### src/rtl/pdec_llr_loader_if.sv
// -----------------------------------------------------------------------------
// pdec_llr_loader_if
// Groups the LLR input stream and the LLR SRAM bank write port of the loader.
//   in_valid / in_ready / in_llr / in_last : channel LLR beat stream, 8 LLRs
//                                            per beat, LLR j at [WID_IN*j +: WID_IN]
//   ulr2sram_llr_wen   : one-hot bank write enable (8 banks)
//   ulr2sram_llr_waddr : per-bank word address, 8 fields of WID_LLR_ADDR bits
//   ulr2sram_llr_wbyte : byte enables, 10 per bank
//   ulr2sram_llr_wdata : write data, bank b at [WID_INN*8*b +: WID_INN*8]
// Modports:
//   master : beat source and SRAM-port observer (upstream side)
//   slave  : the loader itself
// -----------------------------------------------------------------------------
interface pdec_llr_loader_if #(
    parameter int WID_IN       = 8,
    parameter int WID_INN      = 10,
    parameter int WID_LLR_ADDR = 6
);
    logic                      in_valid;
    logic                      in_ready;
    logic [WID_IN*8-1:0]       in_llr;
    logic                      in_last;

    logic [7:0]                ulr2sram_llr_wen;
    logic [WID_LLR_ADDR*8-1:0] ulr2sram_llr_waddr;
    logic [79:0]               ulr2sram_llr_wbyte;
    logic [WID_INN*64-1:0]     ulr2sram_llr_wdata;

    modport master (
        output in_valid, in_llr, in_last,
        input  in_ready,
        input  ulr2sram_llr_wen, ulr2sram_llr_waddr, ulr2sram_llr_wbyte, ulr2sram_llr_wdata
    );

    modport slave (
        input  in_valid, in_llr, in_last,
        output in_ready,
        output ulr2sram_llr_wen, ulr2sram_llr_waddr, ulr2sram_llr_wbyte, ulr2sram_llr_wdata
    );
endinterface

### src/rtl/pdec_llr_loader.sv
// -----------------------------------------------------------------------------
// pdec_llr_loader
// Loads one polar-decoder frame of channel LLRs into the 8 interleaved LLR
// SRAM banks. Received beats (8 LLRs each) are width-converted from WID_IN to
// WID_INN and written one word per beat; beats past the received length are
// zero-filled up to the code length, then load_done pulses.
// Ports:
//   clk, rst_n   : clock, asynchronous active-low reset
//   cfg_start    : frame start pulse, honoured only when idle
//   cfg_n_log    : log2(N), clamped to 6..WID_LLR_ADDR+6
//   cfg_e_beats  : received beats (E/8), clipped to the frame length
//   bus          : LLR input stream + LLR SRAM write port (slave modport)
//   load_busy    : high from start acceptance until load_done
//   load_done    : one-cycle pulse after the final SRAM write
//   err_len      : sticky in_last misplacement flag, cleared on next start
// -----------------------------------------------------------------------------
module pdec_llr_loader #(
    parameter int WID_IN       = 8,
    parameter int WID_INN      = 10,
    parameter int WID_LLR_ADDR = 6
) (
    input  logic                    clk,
    input  logic                    rst_n,
    input  logic                    cfg_start,
    input  logic [3:0]              cfg_n_log,
    input  logic [WID_LLR_ADDR+3:0] cfg_e_beats,
    pdec_llr_loader_if.slave        bus,
    output logic                    load_busy,
    output logic                    load_done,
    output logic                    err_len
);
    localparam int CW = WID_LLR_ADDR + 3;                     // beat counter width
    localparam int WX = ((WID_IN > WID_INN) ? WID_IN : WID_INN) + 1;
    localparam logic [3:0] NLOG_MIN = 4'd6;
    localparam logic [3:0] NLOG_MAX = 4'(WID_LLR_ADDR + 6);
    localparam logic [CW:0] ONE     = 1;

    typedef enum logic [1:0] {S_IDLE, S_LOAD, S_FILL, S_DONE} state_t;

    // Sign-extend when widening; otherwise saturate symmetrically so the most
    // negative input never produces an asymmetric stored value.
    function automatic logic signed [WID_INN-1:0] conv_llr(input logic signed [WID_IN-1:0] x);
        logic signed [WX-1:0] xe;
        logic signed [WX-1:0] lim;
        xe  = WX'(x);
        lim = WX'((1 << (WID_INN - 1)) - 1);
        if (WID_IN <= WID_INN)
            return WID_INN'(xe);
        if (xe > lim)
            return WID_INN'(lim);
        if (xe < -lim)
            return WID_INN'(-lim);
        return WID_INN'(xe);
    endfunction

    state_t          state, state_nxt;
    logic [CW-1:0]   cnt;
    logic [CW-1:0]   t_last;      // T-1, latched at start
    logic [CW-1:0]   e_last;      // Eeff-1, latched at start
    logic            e_full;      // Eeff == T: no fill phase

    logic [3:0]      n_cl;
    logic [CW:0]     t_calc;
    logic [CW:0]     e_calc;

    logic            start_acc;
    logic            accept;
    logic            wr_en;
    logic            wr_zero;

    logic [WID_INN*8-1:0]      word_cv;
    logic [7:0]                wen_nxt;
    logic [79:0]               wbyte_nxt;
    logic [WID_INN*64-1:0]     wdata_nxt;

    logic [7:0]                wen_p1;
    logic [79:0]               wbyte_p1;
    logic [WID_INN*64-1:0]     wdata_p1;
    logic [WID_LLR_ADDR*8-1:0] waddr_p1;

    // Frame geometry from the configuration inputs (used only at start)
    always_comb begin
        n_cl = cfg_n_log;
        if (cfg_n_log < NLOG_MIN)
            n_cl = NLOG_MIN;
        else if (cfg_n_log > NLOG_MAX)
            n_cl = NLOG_MAX;
        t_calc = ONE << (n_cl - 4'd3);
        e_calc = (cfg_e_beats < t_calc) ? cfg_e_beats : t_calc;
    end

    always_comb begin
        state_nxt = state;
        start_acc = 1'b0;
        accept    = 1'b0;
        wr_en     = 1'b0;
        wr_zero   = 1'b0;
        case (state)
            S_IDLE: begin
                if (cfg_start) begin
                    start_acc = 1'b1;
                    state_nxt = (e_calc == '0) ? S_FILL : S_LOAD;
                end
            end
            S_LOAD: begin
                if (bus.in_valid) begin
                    accept = 1'b1;
                    wr_en  = 1'b1;
                    if (cnt == e_last)
                        state_nxt = e_full ? S_DONE : S_FILL;
                end
            end
            S_FILL: begin
                wr_en   = 1'b1;
                wr_zero = 1'b1;
                if (cnt == t_last)
                    state_nxt = S_DONE;
            end
            S_DONE: state_nxt = S_IDLE;
            default: state_nxt = S_IDLE;
        endcase
    end

    assign bus.in_ready = (state == S_LOAD);

    always_ff @(posedge clk or negedge rst_n) begin
        if (!rst_n) begin
            state     <= S_IDLE;
            cnt       <= '0;
            t_last    <= '0;
            e_last    <= '0;
            e_full    <= 1'b0;
            load_busy <= 1'b0;
            load_done <= 1'b0;
            err_len   <= 1'b0;
        end else begin
            state     <= state_nxt;
            load_done <= (state == S_DONE);
            if (start_acc) begin
                cnt       <= '0;
                t_last    <= CW'(t_calc - ONE);
                e_last    <= CW'(e_calc - ONE);
                e_full    <= (e_calc == t_calc);
                load_busy <= 1'b1;
                err_len   <= 1'b0;
            end else if (wr_en) begin
                cnt <= cnt + 1'b1;
            end
            if (state == S_DONE)
                load_busy <= 1'b0;
            // in_last must coincide exactly with the final received beat
            if (accept && (bus.in_last != (cnt == e_last)))
                err_len <= 1'b1;
        end
    end

    // Stage p0: convert the beat and steer it into the bank slot of cnt
    always_comb begin
        word_cv = '0;
        for (int j = 0; j < 8; j++) begin
            if (!wr_zero)
                word_cv[WID_INN*j +: WID_INN] = conv_llr($signed(bus.in_llr[WID_IN*j +: WID_IN]));
        end
    end

    always_comb begin
        wen_nxt   = '0;
        wbyte_nxt = '0;
        wdata_nxt = '0;
        for (int b = 0; b < 8; b++) begin
            if (cnt[2:0] == 3'(b)) begin
                wen_nxt[b]                           = 1'b1;
                wbyte_nxt[10*b +: 10]                = 10'h3FF;
                wdata_nxt[WID_INN*8*b +: WID_INN*8]  = word_cv;
            end
        end
    end

    // Stage p1: registered SRAM write port; data/address hold between writes
    always_ff @(posedge clk or negedge rst_n) begin
        if (!rst_n) begin
            wen_p1   <= '0;
            wbyte_p1 <= '0;
            wdata_p1 <= '0;
            waddr_p1 <= '0;
        end else begin
            wen_p1   <= wr_en ? wen_nxt : 8'h00;
            wbyte_p1 <= wr_en ? wbyte_nxt : 80'h0;
            if (wr_en) begin
                wdata_p1 <= wdata_nxt;
                waddr_p1 <= {8{cnt[CW-1:3]}};
            end
        end
    end

    assign bus.ulr2sram_llr_wen   = wen_p1;
    assign bus.ulr2sram_llr_wbyte = wbyte_p1;
    assign bus.ulr2sram_llr_wdata = wdata_p1;
    assign bus.ulr2sram_llr_waddr = waddr_p1;

endmodule

### src/flat_wrapper.sv
// flat-port wrapper written by rule: the top's interface ports become plain ports
module pdec_llr_loader_flat 
#(
    parameter int WID_IN       = 8,
    parameter int WID_INN      = 10,
    parameter int WID_LLR_ADDR = 6
)
  (clk, rst_n, cfg_start, cfg_n_log, cfg_e_beats, load_busy, load_done, err_len, bus_in_valid, bus_in_llr, bus_in_last, bus_in_ready, bus_ulr2sram_llr_wen, bus_ulr2sram_llr_waddr, bus_ulr2sram_llr_wbyte, bus_ulr2sram_llr_wdata);
  pdec_llr_loader_if #(.WID_IN(WID_IN), .WID_INN(WID_INN), .WID_LLR_ADDR(WID_LLR_ADDR)) bus_i ();
  input  logic clk;
  input  logic rst_n;
  input  logic cfg_start;
  input  logic [3:0] cfg_n_log;
  input  logic [WID_LLR_ADDR+3:0] cfg_e_beats;
  output logic load_busy;
  output logic load_done;
  output logic err_len;
  input wire logic [$bits(bus_i.in_valid)-1:0] bus_in_valid;
  input wire logic [$bits(bus_i.in_llr)-1:0] bus_in_llr;
  input wire logic [$bits(bus_i.in_last)-1:0] bus_in_last;
  output wire logic [$bits(bus_i.in_ready)-1:0] bus_in_ready;
  output wire logic [$bits(bus_i.ulr2sram_llr_wen)-1:0] bus_ulr2sram_llr_wen;
  output wire logic [$bits(bus_i.ulr2sram_llr_waddr)-1:0] bus_ulr2sram_llr_waddr;
  output wire logic [$bits(bus_i.ulr2sram_llr_wbyte)-1:0] bus_ulr2sram_llr_wbyte;
  output wire logic [$bits(bus_i.ulr2sram_llr_wdata)-1:0] bus_ulr2sram_llr_wdata;
  assign bus_i.in_valid = bus_in_valid;
  assign bus_i.in_llr = bus_in_llr;
  assign bus_i.in_last = bus_in_last;
  assign bus_in_ready = bus_i.in_ready;
  assign bus_ulr2sram_llr_wen = bus_i.ulr2sram_llr_wen;
  assign bus_ulr2sram_llr_waddr = bus_i.ulr2sram_llr_waddr;
  assign bus_ulr2sram_llr_wbyte = bus_i.ulr2sram_llr_wbyte;
  assign bus_ulr2sram_llr_wdata = bus_i.ulr2sram_llr_wdata;
  pdec_llr_loader #(.WID_IN(WID_IN), .WID_INN(WID_INN), .WID_LLR_ADDR(WID_LLR_ADDR)) u_core (.clk(clk), .rst_n(rst_n), .cfg_start(cfg_start), .cfg_n_log(cfg_n_log), .cfg_e_beats(cfg_e_beats), .bus(bus_i), .load_busy(load_busy), .load_done(load_done), .err_len(err_len));
endmodule
### config.mk
export PLATFORM = sky130hd
export DESIGN_NAME = pdec_llr_loader_flat
export DESIGN_NICKNAME = d
export VERILOG_FILES = /design/src/rtl/pdec_llr_loader_if.sv /design/src/rtl/pdec_llr_loader.sv /design/src/flat_wrapper.sv
export SDC_FILE = /design/constraint.sdc
export NUM_CORES = 1
export LEC_CHECK = 0
export CORE_AREA = 4 4 334 336
export CTS_CLUSTER_DIAMETER = 100
export DETAILED_ROUTE_END_ITERATION = 7
export DIE_AREA = 0 0 338 340
export GPL_ROUTABILITY_DRIVEN = 0
export GPL_TIMING_DRIVEN = 0
export PLACE_DENSITY = 0.49
export SYNTH_ARGS = -nofsm -noshare
export SYNTH_HDL_FRONTEND = slang
export SYNTH_SLANG_ARGS = --single-unit
### constraint.sdc
create_clock -name clk -period 2.2 [get_ports clk]
set_input_delay 0.44 -clock clk [delete_from_list [all_inputs] [get_ports clk]]
set_output_delay 0.44 -clock clk [all_outputs]
set_load 0.005 [all_outputs]
# After elaboration in Yosys (flattened, before gate mapping)
# Index checks and enable logic that the tools add are counted.
dict set report word_totals {
  ff_bits 809
  in_bits 83
  out_inout_bits 780
  elab_cells 215
}
dict set report op_classes {
  n_addsub 4
  order_cmp 19
  n_eq_ne 18
  shifts 1
  muxes 153
  n_reduce_logical 8
}
# op n
set op_table {}
lappend op_table {{2-to-1 mux 80 bit} 9}
lappend op_table {{2-to-1 mux 10 bit} 57}
lappend op_table {{> comparator 8 x 10 -> 1 bit, second input constant} 8}
lappend op_table {{less-than comparator 8 x 10 -> 1 bit, second input constant} 8}
lappend op_table {{2-to-1 mux 1 bit} 75}
lappend op_table {{== test 9 bit} 2}
lappend op_table {{2-to-1 mux 9 bit} 2}
lappend op_table {{subtractor 9 x 1 -> 9 bit, second input constant} 2}
lappend op_table {{== test 3 bit, second input constant} 4}
lappend op_table {{== test 10 bit} 1}
lappend op_table {{zero test 10 bit} 1}
lappend op_table {{less-than comparator 10 bit} 1}
lappend op_table {{2-to-1 mux 2 bit} 5}
lappend op_table {{<< shifter 1 x 4 -> 10 bit, first input constant} 1}
lappend op_table {{adder 9 x 1 -> 9 bit, second input constant} 1}
lappend op_table {{2-to-1 mux 4 bit} 2}
lappend op_table {{2-to-1 mux 8 bit} 1}
lappend op_table {{one-hot mux 2 bit (4 select lines)} 1}
lappend op_table {{== test 3 x 2 -> 1 bit, second input constant} 2}
lappend op_table {{nonzero test 2 bit} 3}
lappend op_table {{== test 2 bit, second input constant} 2}
lappend op_table {{> comparator 4 bit, second input constant} 1}
lappend op_table {{less-than comparator 4 x 3 -> 1 bit, second input constant} 1}
lappend op_table {{!= test 2 x 1 -> 1 bit, second input constant} 2}
lappend op_table {{other kinds (10)} 11}

# Logic depth before layout (Yosys ltp)
# Gate-level depths: netlist of the first run.
dict set report depth {
  ltp_word 13
  depth_mapped 10
  ltp_nobuf 8
}

# Least setup slack after synthesis of the first run
# OpenSTA, ideal clock, no wires.
dict set report synth_timing {
  kind {input -> register}
  start {input port cfg_n_log[0]}
  end {register u_core.e_last[7]}
  setup_time_ns 0.083
  arrival_time_ns 2.496
  setup_slack_ns -0.378
  path_stages 10
  cell_sequence {clkbuf_1 nor3b_1 nand2_1 ha_1 a21o_1 a32oi_1 o211a_1 buf_2 mux2_2 o21ai_0}
}
dict set report synth_via {
  elab_chain_cells 8
}
# element line
set synth_lines {}
lappend synth_lines {{start: declaration} flat_wrapper.sv:13} ;# input logic [3:0] cfg_n_log;
lappend synth_lines {{> comparator 4 bit} pdec_llr_loader.sv:86} ;# else if (cfg_n_log > NLOG_MAX)
lappend synth_lines {{2-to-1 mux 4 bit} pdec_llr_loader.sv:86}
lappend synth_lines {{2-to-1 mux 4 bit (*)} pdec_llr_loader.sv:84} ;# if (cfg_n_log < NLOG_MIN)
lappend synth_lines {{subtractor 4 x 2 -> 4 bit (*)} pdec_llr_loader.sv:88} ;# t_calc = ONE << (n_cl - 4'd3);
lappend synth_lines {{<< shifter 1 x 4 -> 10 bit (*)} pdec_llr_loader.sv:88}
lappend synth_lines {{less-than comparator 10 bit} pdec_llr_loader.sv:89} ;# e_calc = (cfg_e_beats < t_calc) ? cfg_e_beats : t_calc;
lappend synth_lines {{2-to-1 mux 10 bit (*)} pdec_llr_loader.sv:89}
lappend synth_lines {{subtractor 9 x 1 -> 9 bit (*)} pdec_llr_loader.sv:142} ;# e_last <= CW'(e_calc - ONE);
lappend synth_lines {{end signal: assignment} pdec_llr_loader.sv:142}
lappend synth_lines {{end: declaration} pdec_llr_loader.sv:59} ;# logic [CW-1:0] e_last;
# Every way passes the cells marked *; elsewhere a longest branch is shown, timed or not.
# A chain may end at the register's enable or synchronous reset.

# Worst setup path in the final report of the first run
dict set report layout_timing {
  start {register u_core.wdata_p1[9], in the netlist u_core.bus.ulr2sram_llr_wdata[9]}
  end {output port bus_ulr2sram_llr_wdata[9]}
}
# element line
set layout_lines {}
lappend layout_lines {{start: declaration} pdec_llr_loader.sv:78} ;# logic [WID_INN*64-1:0] wdata_p1;
lappend layout_lines {{start signal: assignment} pdec_llr_loader.sv:190} ;# wdata_p1 <= wdata_nxt;
lappend layout_lines {{end: declaration} flat_wrapper.sv:25} ;# output wire logic [$bits(bus_i.ulr2sram_llr_wdata)-1:0] bus_ulr2sram_llr_wdata;
# No word-level cell between the ends.

==> results of run 1 <==
-- cells in the mapped netlist, types with 2 or more instances --
cell type  count  area [um^2]
nor4_1         2         12.5
o21ai_0      399         2000
buf_2         15         75.1
nand2_1      691         2590
mux2_2         2         22.5
and2_1         4         25.0
a211oi_1       2         15.0
ha_1          21          263
dfrtp_1      559        14000
xor2_1        20          175
nor3_1         7         35.0
a21o_1         3         22.5
inv_1         13         48.8
o31a_2         2         20.0
mux2i_1        5         50.1
a22o_1         2         17.5
a21oi_1        9         45.0
nand4_1        3         18.8
a31oi_1        3         18.8
a32oi_1        2         17.5
nor2b_1       67          419
nand2b_1      67          419
nor2_1        25         93.8
nand3_1      135          676
o21a_1         3         22.5
or3_1          3         18.8
clkbuf_1     142          533
buf_6          4         45.0
buf_4        250         1880
o21bai_1       2         15.0
xnor2_1       11         96.3
-- placed cells by master (no fill, tap or decap), types with 5 or more instances in the layout --
cell | netlist | layout
dfrtp_2 | 0 | 49
buf_4 | 250 | 320
buf_2 | 15 | 14
buf_6 | 4 | 21
clkbuf_4 | 0 | 32
clkinv_2 | 0 | 6
clkdlybuf4s50_1 | 0 | 723
nand2b_2 | 0 | 24
dlymetal6s2s_1 | 0 | 6
clkbuf_16 | 0 | 76
nand2_1 | 691 | 690
clkbuf_8 | 0 | 31
buf_16 | 0 | 5
a21oi_1 | 9 | 9
nor3_1 | 7 | 6
nor2_1 | 25 | 24
ha_1 | 21 | 17
clkbuf_1 | 142 | 21
o21ai_0 | 399 | 361
xnor2_1 | 11 | 11
mux2i_1 | 5 | 5
clkbuf_2 | 1 | 62
inv_1 | 13 | 11
o21ai_1 | 1 | 38
nand2b_1 | 67 | 43
dfrtp_1 | 559 | 510
nor2b_1 | 67 | 66
nand3_1 | 135 | 133
xor2_1 | 20 | 20
dlygate4sd2_1 | 0 | 98
-- layer usage --
| metal | global-route usage | share of wire |
|---|---|---|
| met5 | 0 | 0 |
| met4 | 0.0554 | 0.029 |
| met3 | 0.0473 | 0.060 |
| met2 | 0.345 | 0.49 |
| met1 | 0.257 | 0.42 |
-- state kept, by name, summed over array words and instances (netlist names) --
| name | flops |
|---|---|
| u_core.bus.ulr2sram_llr_waddr | 6 |
| u_core.bus.ulr2sram_llr_wbyte | 1 |
| u_core.bus.ulr2sram_llr_wdata | 512 |
| u_core.bus.ulr2sram_llr_wen | 7 |
| u_core.cnt | 9 |
| u_core.e_full | 1 |
| u_core.e_last | 9 |
| u_core.err_len | 1 |
| u_core.load_busy | 1 |
| u_core.load_done | 1 |
| u_core.state | 2 |
| u_core.t_last | 9 |
-- worst max-delay path: stages (launching register included) --
cell	delay (ns)
dfrtp_1	0.43
buf_4	0.14
clkdlybuf4s50_1	0.49
-- area by class of cell --
type,count,area [um^2],share of cell area
Timing Repair Buffer,913,9000,0.238
Tap cell,1414,1770,0.0468
Inverter,13,48.8,0.00129
Antenna cell,3,7.51,0.000199
Clock inverter,21,282,0.00745
Sequential cell,559,14000,0.372
Clock buffer,102,2100,0.0557
Multi-Input combinational cell,1514,7500,0.199
Buffer,404,3010,0.0797
-- per-stage QoR --
step	worst slack [ns]	hold slack (ns)	setup TNS, ns
floorplan	-0.142	0.144	-0.466
global placement	-26.73	0.451	-
detailed placement	-1.95	0.456	-750.58
CTS	0.00163	0.157	0
global route	-0.00864	0.222	-0.00864
finish	0.0669	0.227	0
-- repair_timing --
| item | 4_1_cts | 5_1_grt |
|---|---|---|
| endpoints found under the hold margin | 101 | 0 |
| gates resized for setup | 427 | 120 |
| hold buffers | 1 | 0 |
| cloned | 0 | 0 |
| pin swaps | 2 | 4 |
| buffers inserted | 40 | 7 |
| endpoints found under the setup margin | 738 | 604 |
-- cell families after synthesis --
kind of cell	share of synthesized area
AOI/OAI and AO/OA	0.0960
muxes	0.00414
adders and majority gates	0.0110
and+or+nand+nor	0.183
buffers and inverters	0.108
other	0.000157
xor gates and xnor gates	0.0114
DFF	0.586
-- report_power, final --
group          internal, uW  switching [uW]
sequential            12900            1770
combinational          9000           10700
clock                  7160            4850
-- worst min-delay path by stage --
stage	end	cells past startpoint	startpoint	slack, ns
after floorplan	u_core.bus.ulr2sram_llr_waddr[41]	0	rst_n	0.14
after global placement	u_core.bus.ulr2sram_llr_wdata[594]	2	u_core.bus.ulr2sram_llr_wdata[594]	0.45
after detailed placement	u_core.bus.ulr2sram_llr_wdata[316]	2	u_core.bus.ulr2sram_llr_wdata[316]	0.46
after CTS	u_core.t_last[8]	3	cfg_n_log[2]	0.16
after global routing	u_core.e_full	3	cfg_n_log[0]	0.22
final	u_core.t_last[5]	3	cfg_n_log[0]	0.23
==> results, run 1 <==
- Of the synthesized area, sequential elements account for 0.586.
- Derived from the worst setup path, the maximum achievable clock frequency is 469 MHz.
- Power spread over the standard cell area amounts to 1230 mW/mm^2.
- The path category of the worst min-delay check is input port to flip-flop.
- The number of warnings printed during yosys synthesis is 0.
- The peak fanout along the critical path is 4.
- The start point of the critical path is u_core.bus.ulr2sram_llr_wdata[9].
- The maximum vdd drop is 676 uV.
- For this design the static power due to leakage is 0.0180 uW.
- The routed wirelength normalized by instance count is 24.2 um.
- After detailed placement, the total cell area comes to 0.0345 mm^2.
- Summing every instance area after synthesis gives 0.0239 mm^2.
- A synthesized cell averages 9.57 um^2.
- The count of pins over their slew limit was 0.
- The clock insertion delay at the later pin of the skew report is 0.63 ns.
- The final layout contains 3,580 nets.
- The total CTS buffers is 71.
- Total power for the finished layout comes to 46,400 uW.
- The final design instance area without fill is 0.0378 mm^2.
- The final critical path time including I/O delays and setup is 2.13 ns.
- The type of the worst setup path is flip-flop to output pin.
- For the pin with the worst max-slew slack, the measured transition is 0.723 ns.
- The worst pin sits at a relative slew slack of 0.518.
- The effective utilization at floorplan is 0.220.
- The beginning of the worst register-to-register path is u_core.state[1].
- The cell chosen for the clock root is clkbuf_16.
- The last element of the critical path is bus_ulr2sram_llr_wdata[9].
- The worst register-to-register path has a setup slack of 0.11 ns.
- The final core utilization is 0.348.
- The max-capacitance violation count is 0.
- Counting flops with a built-in enable in the synthesized netlist gives 0.
- The startpoint type of the worst setup path is a flip-flop.
- In the synthesized netlist, the number of instances is 2,496.
- Across all layers, the routed design uses 21,185 vias.
- Entering global routing, the biggest net connects 116 pins.
- Measured along the y axis, the die boundary spans 340 um.
- The placeable core region is 0.109 mm^2.
- After legalization and detailed placement, the total HPWL measured 91.6 mm.
- The filler cell count is 11,245.
- Across every metal layer, demand over resource in global routing totals 0.203.
- The initial antenna violation count came to 6.
- At the worst endpoint, the required time is 1.76 ns.
- Setup violations remaining at the end of the flow were counted as 0.
- The flip-flop and latch count after synthesis is 559.
- For this block, the routed nets add up to 120 mm of wire.
- The fraction of final layout cells with drive strength greater than 1 is 0.196.
- The number of design-rule violations left by the first detailed-router iteration is 1,456.
- The wire length of the first global-routing pass is 167 mm.
- The first-pass iteration count of the detailed router is 5.
- The clock passes through at most 3 buffers.
- The kind of end point of the critical path is an output pin.
- Once layout is complete, the cells apart from fillers number 4,943.
- The run finished with clean final reports.
- The die is 338 um wide.
- The die covers 0.115 mm^2.
- The endpoint identified for the worst register-to-register timing path is u_core.bus.ulr2sram_llr_wdata[50].
- The worst clock skew on the final layout is 0.0247 ns.
- Dividing the detail-routed via count by the number of cells gives 4.29.
- Buffers placed on the I/O ports in this run total 860.
- The clock slew seen by the registers of the worst setup and hold paths is 0.06 ns.
- From synthesis to final layout, the design area changed by 58.2%.
- The deepest level of the CTS H-tree is 3.
- The number of top-level pins is 863.
- The primary flip-flop cell chosen by synthesis mapping is dfrtp_1.
- The site row count is 121.
- The number of DRC violations after detailed routing is 0.
- The number of distinct library cells after synthesis is 54.
- The count of antenna-violating nets left after detailed routing is 0.
- TritonCTS built the clock tree.
- The path depth of the worst reg2reg path is 10.
- The final clock period utilization by the worst path is 0.970.
- The post-placement cell count is 4,778.
- Of all flip-flops after synthesis, the portion carrying an async set or reset was 1.00.
- The number of hold-slack violations in the final timing report came to 0.
- The total overflow left after global routing is 0.
- The clock net sink count is 559.
- The number of global-route vias before repair was 21,393.
- At the worst endpoint, the arrival time is 1.69 ns.
No activity file was read; power rests on OpenSTA's default activity.
==> run 2: changes to the inputs <==
--- a/config.mk
+++ b/config.mk
@@ -5,13 +5,14 @@
 export SDC_FILE = /design/constraint.sdc
 export NUM_CORES = 1
 export LEC_CHECK = 0
-export CORE_AREA = 4 4 334 336
-export CTS_CLUSTER_DIAMETER = 100
+export CELL_PAD_IN_SITES_DETAIL_PLACEMENT = 0
+export CELL_PAD_IN_SITES_GLOBAL_PLACEMENT = 2
+export CORE_AREA = 4 4 337 339
 export DETAILED_ROUTE_END_ITERATION = 7
-export DIE_AREA = 0 0 338 340
+export DIE_AREA = 0 0 341 343
 export GPL_ROUTABILITY_DRIVEN = 0
 export GPL_TIMING_DRIVEN = 0
-export PLACE_DENSITY = 0.49
+export PLACE_DENSITY = 0.72
 export SYNTH_ARGS = -nofsm -noshare
 export SYNTH_HDL_FRONTEND = slang
 export SYNTH_SLANG_ARGS = --single-unit
==> run 2 against run 1 <==
  * Clock skew down 0.0029 ns
  * Final cell count grew 1.8%
  * Register-to-register slack about the same
  * Critical endpoint is now bus_ulr2sram_llr_wbyte[51]
  * Largest power group unchanged
  * Highest routed layer is now met5
==> results, run 2 (synthesized netlist as in run 1, its figures left out) <==
- The maximum root-to-sink buffer count came to 3 (unchanged).
- Commonest cells after routing, fill and taps aside: 726 x clkdlybuf4s50_1, 690 x nand2_1, 520 x dfrtp_1 (was 723 x clkdlybuf4s50_1, 690 x nand2_1, 510 x dfrtp_1).
- The kind of end point of the critical path is an output pin (unchanged).
- The number of global-route vias before repair is 21,282 (was 21,393).
- The initial antenna violation count is 6 (unchanged).
- The max-capacitance violation count came to 0 (unchanged).
- The cell repeated most along the worst path is buf_4.
- The clock net sink count came to 559 (unchanged).
- The peak fanout along the critical path was 4 (unchanged).
- The cell at the slowest stage of the critical path is dfrtp_2 (was clkdlybuf4s50_1).
- The effective utilization at floorplan is 0.216 (was 0.220).
- The total CTS buffers is 71 (unchanged).
- The count of antenna-violating nets left after detailed routing is 0 (unchanged).
- The count of non-filler cells in the finished layout came to 5,031 (was 4,943).
- The fraction of final layout cells with drive strength greater than 1 is 0.190 (was 0.196).
- The full die area is 0.117 mm^2 (was 0.115 mm^2).
- The final critical path time including I/O delays and setup came to 2.13 ns (about the same).
- The height of the die is 343 um (was 340 um).
- The number of I/O port buffers is 860 (unchanged).
- The cell chosen for the clock root is clkbuf_16 (unchanged).
- The leakage power of the design is 0.0180 uW (about the same).
- The met2 routing resource usage after global routing is 0.346 (was 0.345).
- The type of the worst setup path is flip-flop to output pin (unchanged).
- The final clock period utilization by the worst path was 0.970 (about the same).
- The post-placement cell count is 4,852 (was 4,778).
- The total congestion overflow is 0 (unchanged).
- The worst clock skew on the final layout came to 0.0219 ns (was 0.0247 ns).
- The number of design-rule violations left by the first detailed-router iteration is 1,081 (was 1,456).
- The ratio of routed vias to standard cells is 4.16 (was 4.29).
- The wire length of the first global-routing pass is 168 mm (was 167 mm).
- The first-pass iteration count of the detailed router came to 5 (unchanged).
- The area added between synthesis and finish is 58.3% (was 58.2%).
- The number of endpoints failing setup at the final stage is 0 (unchanged).
- The clock tree from TritonCTS is yes (unchanged).
- The largest stage delay on the critical path was 0.41 ns (was 0.49 ns).
- Cells along the critical path: buf_4, buf_4, buf_4, dlygate4sd2_1 (was buf_4, clkdlybuf4s50_1).
- The busiest layer in global routing is met2 (unchanged).
- The maximum clock frequency came to 469 MHz (about the same).
- The startpoint type of the worst setup path is a flip-flop (unchanged).
- The clock insertion delay at the later pin of the skew report is 0.63 ns (about the same).
- The site row count came to 122 (was 121).
- The number of DRC violations after detailed routing is 0 (unchanged).
- The met1 global-route usage came to 0.253 (was 0.257).
- The data arrival time at the worst-slack endpoint is 1.69 ns (about the same).
- The clock slew seen by the registers of the worst setup and hold paths is 0.06 ns (about the same).
- The worst-case headroom to the max-slew limit was 0.508 (was 0.518).
- The half-perimeter wire length after placement is 91.4 mm (was 91.6 mm).
- The path category of the worst min-delay check is input port to flip-flop (unchanged).
- The most common library cell in the layout ignoring fill and taps is clkdlybuf4s50_1 (unchanged).
- The total wirelength of the detailed-routed design is 120 mm (about the same).
- The placeable core region is 0.110 mm^2 (was 0.109 mm^2).
- The count of pins over their slew limit is 0 (unchanged).
- The routed wirelength normalized by instance count is 23.9 um (was 24.2 um).
- The number of flip-flops in the largest register is 512 (unchanged).
- The number of top-level pins came to 863 (unchanged).
- The horizontal die dimension is 341 um (was 338 um).
- The critical path required time came to 1.76 ns (about the same).
- The overall fraction of global-route tracks in use is 0.201 (was 0.203).
- The maximum number of pins on one net before global-route repair is 116 (unchanged).
- The met3 global-route usage came to 0.0465 (was 0.0473).
- The total vias in the final route came to 20,949 (was 21,185).
- The total negative slack is 0 ns (unchanged).
- Outcome: complete, no violations (unchanged).
- The number of hold-slack violations in the final timing report was 0 (unchanged).
- The maximum vdd drop is 488 uV (was 676 uV).
- The deepest level of the CTS H-tree is 3 (unchanged).
- The measured slew at the worst slew-check pin is 0.738 ns (was 0.723 ns).
- The ratio of total power to cell area is 1220 mW/mm^2 (was 1230 mW/mm^2).
- The final net count is 3,588 (was 3,580).
[run 2: cell count changes in the layout (fill, tap and decap cells not counted), moves of 7 or more]
cell	previous run	this run
dfrtp_2	49	39
buf_2	14	22
dfrtp_1	510	520
clkbuf_1	21	28
o21ai_1	38	19
o21ai_0	361	380
[run 2: through the flow]
step	utilization	setup WS (ns)	cell area, um^2	power, uW	hold slack, ns
after detailed placement	0.313	-1.97	34600	34200	0.315
final	0.343	0.0663	37800	46000	0.232
after floorplan	-	-0.142	23900	21300	0.144
after CTS	0.341	0.000742	37700	46800	0.148
after global placement	0.312	-26.67	34400	34100	0.450
after global routing	0.342	-0.0215	37800	48800	0.213
[run 2: metal layers]
layer  wire length (um)  vias to the layer above
met1              51100                    10345
met3               6780                      117
met5                 13                        -
met4               2730                        2
met2              59900                      611
li1                   -                     9874
[run 2: worst paths after layout]
path | from | to | slack (ns) | cells after the start
hold / removal | cfg_n_log[2] | u_core.t_last[8] | 0.23 | 3
hold reg to reg | u_core.bus.ulr2sram_llr_wdata[624] | u_core.bus.ulr2sram_llr_wdata[624] | 0.46 | 2
min in group asynchronous | rst_n | u_core.bus.ulr2sram_llr_wdata[334] | 0.26 | 2
setup / recovery | u_core.bus.ulr2sram_llr_wen[5] | bus_ulr2sram_llr_wbyte[51] | 0.07 | 4
setup reg to reg | u_core.state[1] | u_core.bus.ulr2sram_llr_wdata[41] | 0.11 | 10
max in group asynchronous | rst_n | u_core.bus.ulr2sram_llr_wdata[619] | 0.39 | 4
[run 2: layout make-up]
cell class	count	area, um^2
fill	11545	72600
sequential	559	14000
timing repair buffer	919	9050
multi-input combinational	1514	7490
buffer	406	3020
clock buffer	109	2150
tap	1488	1860
clock inverter	16	145
inverter	13	48.8
antenna	7	17.5
[run 2: timing repair]
| action | 4_1_cts | 5_1_grt |
|---|---|---|
| hold endpoints to repair | 25 | 0 |
| setup endpoints to repair | 733 | 470 |
| gates cloned | 0 | 1 |
| hold buffers | 1 | 0 |
| gates resized for setup | 414 | 90 |
| pin swaps | 2 | 4 |
| buffers inserted | 46 | 6 |
[run 2: power by group]
| part | switching, uW | internal (uW) |
|---|---|---|
| sequential | 1740 | 12900 |
| combinational | 10700 | 9070 |
| clock | 4720 | 6850 |
[run 2: critical path: cells and delay by family, from the launching register on]
kind                   cells  cell delay, ns
flip-flops                 1            0.41
buffers and inverters      4            0.66
==> run 3: changes to the inputs <==
--- a/config.mk
+++ b/config.mk
@@ -16,3 +16,4 @@
 export SYNTH_ARGS = -nofsm -noshare
 export SYNTH_HDL_FRONTEND = slang
 export SYNTH_SLANG_ARGS = --single-unit
+export TNS_END_PERCENT = 100
==> results of run 3 <==
Final layout, timing and power as in run 2 (identical DEF).
